===== config.mk =====
export PLATFORM = sky130hd
export DESIGN_NAME = stream_rr_spill_arbiter
export DESIGN_NICKNAME = d
export VERILOG_FILES = /design/src/rtl/stream_arb_pkg.sv /design/src/rtl/rr_prio_sel.sv /design/src/rtl/stream_rr_spill_arbiter.sv
export SDC_FILE = /design/constraint.sdc
export NUM_CORES = 1
export LEC_CHECK = 0
export BUFFER_PORTS_ARGS = -buffer_cell sky130_fd_sc_hd__buf_2
export CORE_MARGIN = 2
export CORE_UTILIZATION = 47
export DETAILED_ROUTE_END_ITERATION = 6
export PLACE_DENSITY = 0.78
export SETUP_SLACK_MARGIN = 0.05
export SLEW_MARGIN = 5
export SYNTH_ARGS = -nofsm -noshare
export SYNTH_HDL_FRONTEND = slang
export SYNTH_SLANG_ARGS = --single-unit
export TNS_END_PERCENT = 50

===== constraint.sdc =====
create_clock -name clk_i -period 2.39 [get_ports clk_i]
set_input_delay 0.239 -clock clk_i [delete_from_list [all_inputs] [get_ports clk_i]]
set_output_delay 0.239 -clock clk_i [all_outputs]
set_load 0.01 [all_outputs]

===== src/rtl/stream_arb_pkg.sv =====
// Shared types for the round-robin spill arbiter.
package stream_arb_pkg;

   // Grant lock state: IDLE re-arbitrates each cycle, LOCKED pins the grant.
   typedef enum logic {
      ARB_IDLE   = 1'b0,
      ARB_LOCKED = 1'b1
   } arb_state_e;

endpackage


===== src/rtl/rr_prio_sel.sv =====
// Combinational round-robin priority select: first valid index at or after
// start_i, wrapping modulo NumIn.
module rr_prio_sel #(
   parameter int unsigned NumIn    = 4,
   parameter int unsigned IdxWidth = $clog2(NumIn)
) (
   input  logic [NumIn-1:0]    valid_i,
   input  logic [IdxWidth-1:0] start_i,
   output logic [IdxWidth-1:0] gnt_idx_o,
   output logic                gnt_valid_o
);

   // Scan from the farthest offset down so the nearest valid index wins.
   always_comb begin
      logic [IdxWidth:0] pos;
      pos         = '0;
      gnt_idx_o   = start_i;
      gnt_valid_o = |valid_i;
      for (int k = NumIn - 1; k >= 0; k--) begin
         pos = {1'b0, start_i} + (IdxWidth + 1)'(k);
         if (pos >= (IdxWidth + 1)'(NumIn)) pos = pos - (IdxWidth + 1)'(NumIn);
         if (valid_i[pos[IdxWidth-1:0]]) gnt_idx_o = pos[IdxWidth-1:0];
      end
   end

endmodule


===== src/rtl/stream_rr_spill_arbiter.sv =====
// Round-robin merge of NumIn valid/ready streams through a two-entry spill
// buffer; upstream ready never depends on downstream ready.
module stream_rr_spill_arbiter
   import stream_arb_pkg::*;
#(
   parameter int unsigned NumIn    = 4,
   parameter type         T        = logic,
   parameter bit          LockIn   = 1'b1,
   parameter int unsigned IdxWidth = $clog2(NumIn)
) (
   input  logic                clk_i,
   input  logic                rst_ni,
   input  logic [NumIn-1:0]    valid_i,
   output logic [NumIn-1:0]    ready_o,
   input  T     [NumIn-1:0]    data_i,
   output logic                valid_o,
   input  logic                ready_i,
   output T                    data_o,
   output logic [IdxWidth-1:0] idx_o
);

   typedef logic [IdxWidth-1:0] idx_t;
   typedef struct packed {
      T     data;
      idx_t idx;
   } beat_t;

   idx_t       rr_q, rr_d, lock_idx_q, lock_idx_d, sel_idx, gnt_idx;
   logic       sel_valid, buf_rdy, hs, a_drain, b_drain, b_fill;
   logic       a_full_q, b_full_q;
   beat_t      a_q, b_q;
   arb_state_e state_q, state_d;

   rr_prio_sel #(
      .NumIn    (NumIn),
      .IdxWidth (IdxWidth)
   ) u_sel (
      .valid_i     (valid_i),
      .start_i     (rr_q),
      .gnt_idx_o   (sel_idx),
      .gnt_valid_o (sel_valid)
   );

   // Ready only looks at registered full flags, which cuts ready_i -> ready_o.
   assign buf_rdy = !(a_full_q && b_full_q);
   assign gnt_idx = (state_q == ARB_LOCKED) ? lock_idx_q : sel_idx;

   // One-hot accept on the granted input whenever the buffer has room.
   always_comb begin
      ready_o = '0;
      if (buf_rdy && sel_valid) ready_o[gnt_idx] = 1'b1;
   end

   assign hs   = |(valid_i & ready_o);
   assign rr_d = (gnt_idx == idx_t'(NumIn - 1)) ? '0 : gnt_idx + idx_t'(1);

   // Lock next-state: pin the grant while a granted request waits on a full buffer.
   always_comb begin
      state_d    = state_q;
      lock_idx_d = lock_idx_q;
      unique case (state_q)
         ARB_IDLE: begin
            if (LockIn && sel_valid && !buf_rdy) begin
               state_d    = ARB_LOCKED;
               lock_idx_d = sel_idx;
            end
         end
         ARB_LOCKED: begin
            if (hs) state_d = ARB_IDLE;
         end
         default: state_d = ARB_IDLE;
      endcase
   end

   // Lock state and pointer registers; pointer moves past each accepted input.
   always_ff @(posedge clk_i or negedge rst_ni) begin
      if (!rst_ni) begin
         state_q    <= ARB_IDLE;
         lock_idx_q <= '0;
         rr_q       <= '0;
      end else begin
         state_q    <= state_d;
         lock_idx_q <= lock_idx_d;
         if (hs) rr_q <= rr_d;
      end
   end

   // A empties whenever B is free: straight out if ready_i, else spilled into B.
   assign a_drain = a_full_q && !b_full_q;
   assign b_fill  = a_drain && !ready_i;
   assign b_drain = b_full_q && ready_i;

   // Spill buffer registers.
   always_ff @(posedge clk_i or negedge rst_ni) begin
      if (!rst_ni) begin
         a_full_q <= 1'b0;
         b_full_q <= 1'b0;
         a_q      <= '0;
         b_q      <= '0;
      end else begin
         a_full_q <= hs | (a_full_q & ~a_drain);
         b_full_q <= b_fill | (b_full_q & ~b_drain);
         if (hs)     a_q <= '{data: data_i[gnt_idx], idx: gnt_idx};
         if (b_fill) b_q <= a_q;
      end
   end

   // B always holds the older beat, so it has output priority.
   assign valid_o = a_full_q | b_full_q;
   assign data_o  = b_full_q ? b_q.data : a_q.data;
   assign idx_o   = b_full_q ? b_q.idx : a_q.idx;

endmodule

==> impl_results.md <==
- Worst VDD drop: 0.733 mV
- Antenna cells: 0
- Worst relative slew slack: 0.677
- Post-DR wirelength/cell: ~12 um
- Post-synthesis cell type count: 32
- PortBufs: 18
- Initial antenna violation count: 0
- Synth Area in Adders: 0.0581
- Most frequent cells in the layout: buf_2 (18), dfrtp_1 (13), nand2_1 (11)
- Syn_area_per_cell: 9.26 um2
- Max FO, Critical Path: 6
- Cells after DPL: ~130
- FF+latch count, synth: 13
- Area Overhead vs Synth: 24.3%
- Wire length on met1: 835 um
- Kind of critical path: flip-flop to primary output
- Core ar.: 1730 um2
- Initial Util: 0.499
- Most common cell after layout, fill and taps aside: buf_2
- Clock sinks: 13
- Period utilization: 0.954
- I/O pin total: 19
- # setup viols final: 0
- Mapped Cells: 93
- Layout cells sized above 1: 0.368
- NumNets Final: 133
- CP arrival: slightly above 2000 ps
- Max-Cap Viols: 0
- Total GRT Usage: 0.190
- Die Area: 2190 um2
- Drt total wl: 1740 um
- Die height: 46.8 um
- H-Tree Depth: 1
- Max Clk Rate: around 440 MHz
- WP data required: approximately 2200 ps
- PD cells: 1260 nW/um2
- Post-Synth Simple-Gate Area: 0.241
- Lkg Pwr: 0.515 nW
- Highest metal used: met4
- Cell Area, Synth: 861 um2
- Syn Nets: 108
- Met2 WL: 802 um
- Synth Area in XOR/XNOR: 0
- Fin. max-slew vios: 0
- Setup WS pre-CTS: slightly below 80 ps
- CTS Buf Count: 3
- Drt drc: 0
- Final hold viol count: 0
- Max Buffers Root-to-Sink: 2
- CP startpoint kind: flip-flop
- Final WS setup: 109 ps
- Met3 routed WL: 83 um
- Gr ovfl total: 0
- Width of the die: 46.8 um
- Slew @ Worst Pin: between 400 and 500 ps
- Seq/Total Area, Yosys: 0.378
- Clk pin slew, worst setup/hold paths: approximately 80 ps
- Hold crit path type: input pin to flip-flop
- Via density: 5.33
- Largest family of logic cells by synthesized area: simple AND/OR/NAND/NOR gates
- DRT iter0 DRCs: 15
- Outcome: completed
- Final Skew: 3.73 ps
- Vias in the first global route: 673
- CP endpoint kind: primary output
- Site Rows: 15
- Mux contribution to synthesized area: 0.102
- Via count: 757
- Number of routed nets with antenna violations: 0
- Routability cong.: 0.841
- Crit path time final: 2280 ps
- Clk root buf: clkbuf_4
- Post-synthesis compound-gate area fraction: 0.186
- DR pass1 iterations: 4
- CTS tree: built
- Final std cells w/o fill: 142
- First-pass GRT wire length: roughly 2900 um
- Largest net degree at the start of global routing: 14
- Total Neg Setup Slack: 0 ps
- Worst Hold Slack: 121 ps
- Synth Warn #: 0
- Hpwl dp: 1350 um
- RSZ-0062 raised after global routing: yes
- Clk Latency, worst-skew pair: roughly 280 ps
==> through the flow <==
stage,area [um2],power (mW),utilization
after floorplan,861,0.933,-
after global placement,978,1.11,0.567
after detailed placement,978,1.13,0.567
after CTS,1030,1.31,0.599
after global routing,1070,1.49,0.620
final,1070,1.35,0.620
==> routing by layer <==
layer / global-route usage / vias to the layer above
li1: - / 379
met1: 0.265 / 351
met2: 0.279 / 25
met3: 0.0231 / 2
met4: 0.117 / 0
met5: 0 / -
==> registers in the layout (all words and copies together), names as in the netlist <==
register and count:
a_q 3, b_q 3, lock_idx_q 2, rr_q 2
a_full_q 1, b_full_q 1, state_q 1
==> final timing paths <==
kind / startpoint / end / slack, ps / depth (start not counted)
max: rr_q[1] / ready_o[1] / 110 / 9
min in group asynchronous: rst_ni / b_q[0] / 360 / 2
min: ready_i / b_full_q / 120 / 2
max reg2reg: rr_q[1] / a_q[2] / 240 / 10
min reg2reg: a_q[1] / a_q[1] / 510 / 2
max in group asynchronous: rst_ni / lock_idx_q[0] / 1810 / 2
==> power breakdown <==
| group | switching, mW | internal [mW] |
|---|---|---|
| clock network | 0.0723 | 0.0622 |
| logic | 0.408 | 0.397 |
| registers | 0.0874 | 0.324 |
==> final cells by class <==
class | instances | area [um2]
fillers | 153 | 657
multi-input cells | 72 | 533
well taps | 25 | 31.3
clock inverters | 1 | 5.00
inverters | 5 | 18.8
flip-flops and latches | 13 | 325
clock buffers | 3 | 22.5
repair buffers | 23 | 134
==> timing repair <==
item,in CTS,in global routing
hold buffers,1,0
setup buffers,1,2
gates resized for setup,3,5
hold endpoints to repair,13,0
endpoints found under the setup margin,3,11
cloned,0,0
pin swaps,1,4
==> synthesized netlist by cell type, drive strengths merged <==
| master | n | area share |
|---|---|---|
| dfrtp | 13 | 0.38 |
| nand2 | 12 | 0.052 |
| mux2 | 6 | 0.078 |
| nor2b | 6 | 0.044 |
| o21ai | 6 | 0.035 |
| inv | 5 | 0.022 |
| and2 | 4 | 0.029 |
| ha | 4 | 0.058 |
| nor2 | 4 | 0.017 |
| o31ai | 4 | 0.035 |
| clkbuf | 3 | 0.013 |
| a21o | 2 | 0.019 |
| a21oi | 2 | 0.012 |
| a22oi | 2 | 0.017 |
| mux2i | 2 | 0.023 |
| nand2b | 2 | 0.015 |
| nor3 | 2 | 0.012 |
| or2 | 2 | 0.015 |
| a2111o | 1 | 0.013 |
| a211o | 1 | 0.010 |
| a221oi | 1 | 0.017 |
| a41o | 1 | 0.012 |
| and4 | 1 | 0.010 |
| and4b | 1 | 0.016 |
| nand3b | 1 | 0.0087 |
| nor3b | 1 | 0.0087 |
| nor4 | 1 | 0.0073 |
| o21a | 1 | 0.0087 |
| o22ai | 1 | 0.0073 |
| or3 | 1 | 0.0073 |
==> critical path, cell delays in order, from the launching register on <==
cell and delay (ps):
dfrtp_1 400, buf_6 140, nand3b_1 80, and4b_4 270, nor3_2 40, or2_4 240, buf_4 150, ha_2 180
and2_1 130, buf_2 130
==> cell families after synthesis <==
family                     count (synthesis)
AOI/OAI and AO/OA                         22
adders and majority gates                  4
buffers and inverters                      8
DFF                                       13
muxes                                      8
and+or+nand+nor                           38
No activity file was read; power rests on OpenSTA's default activity.
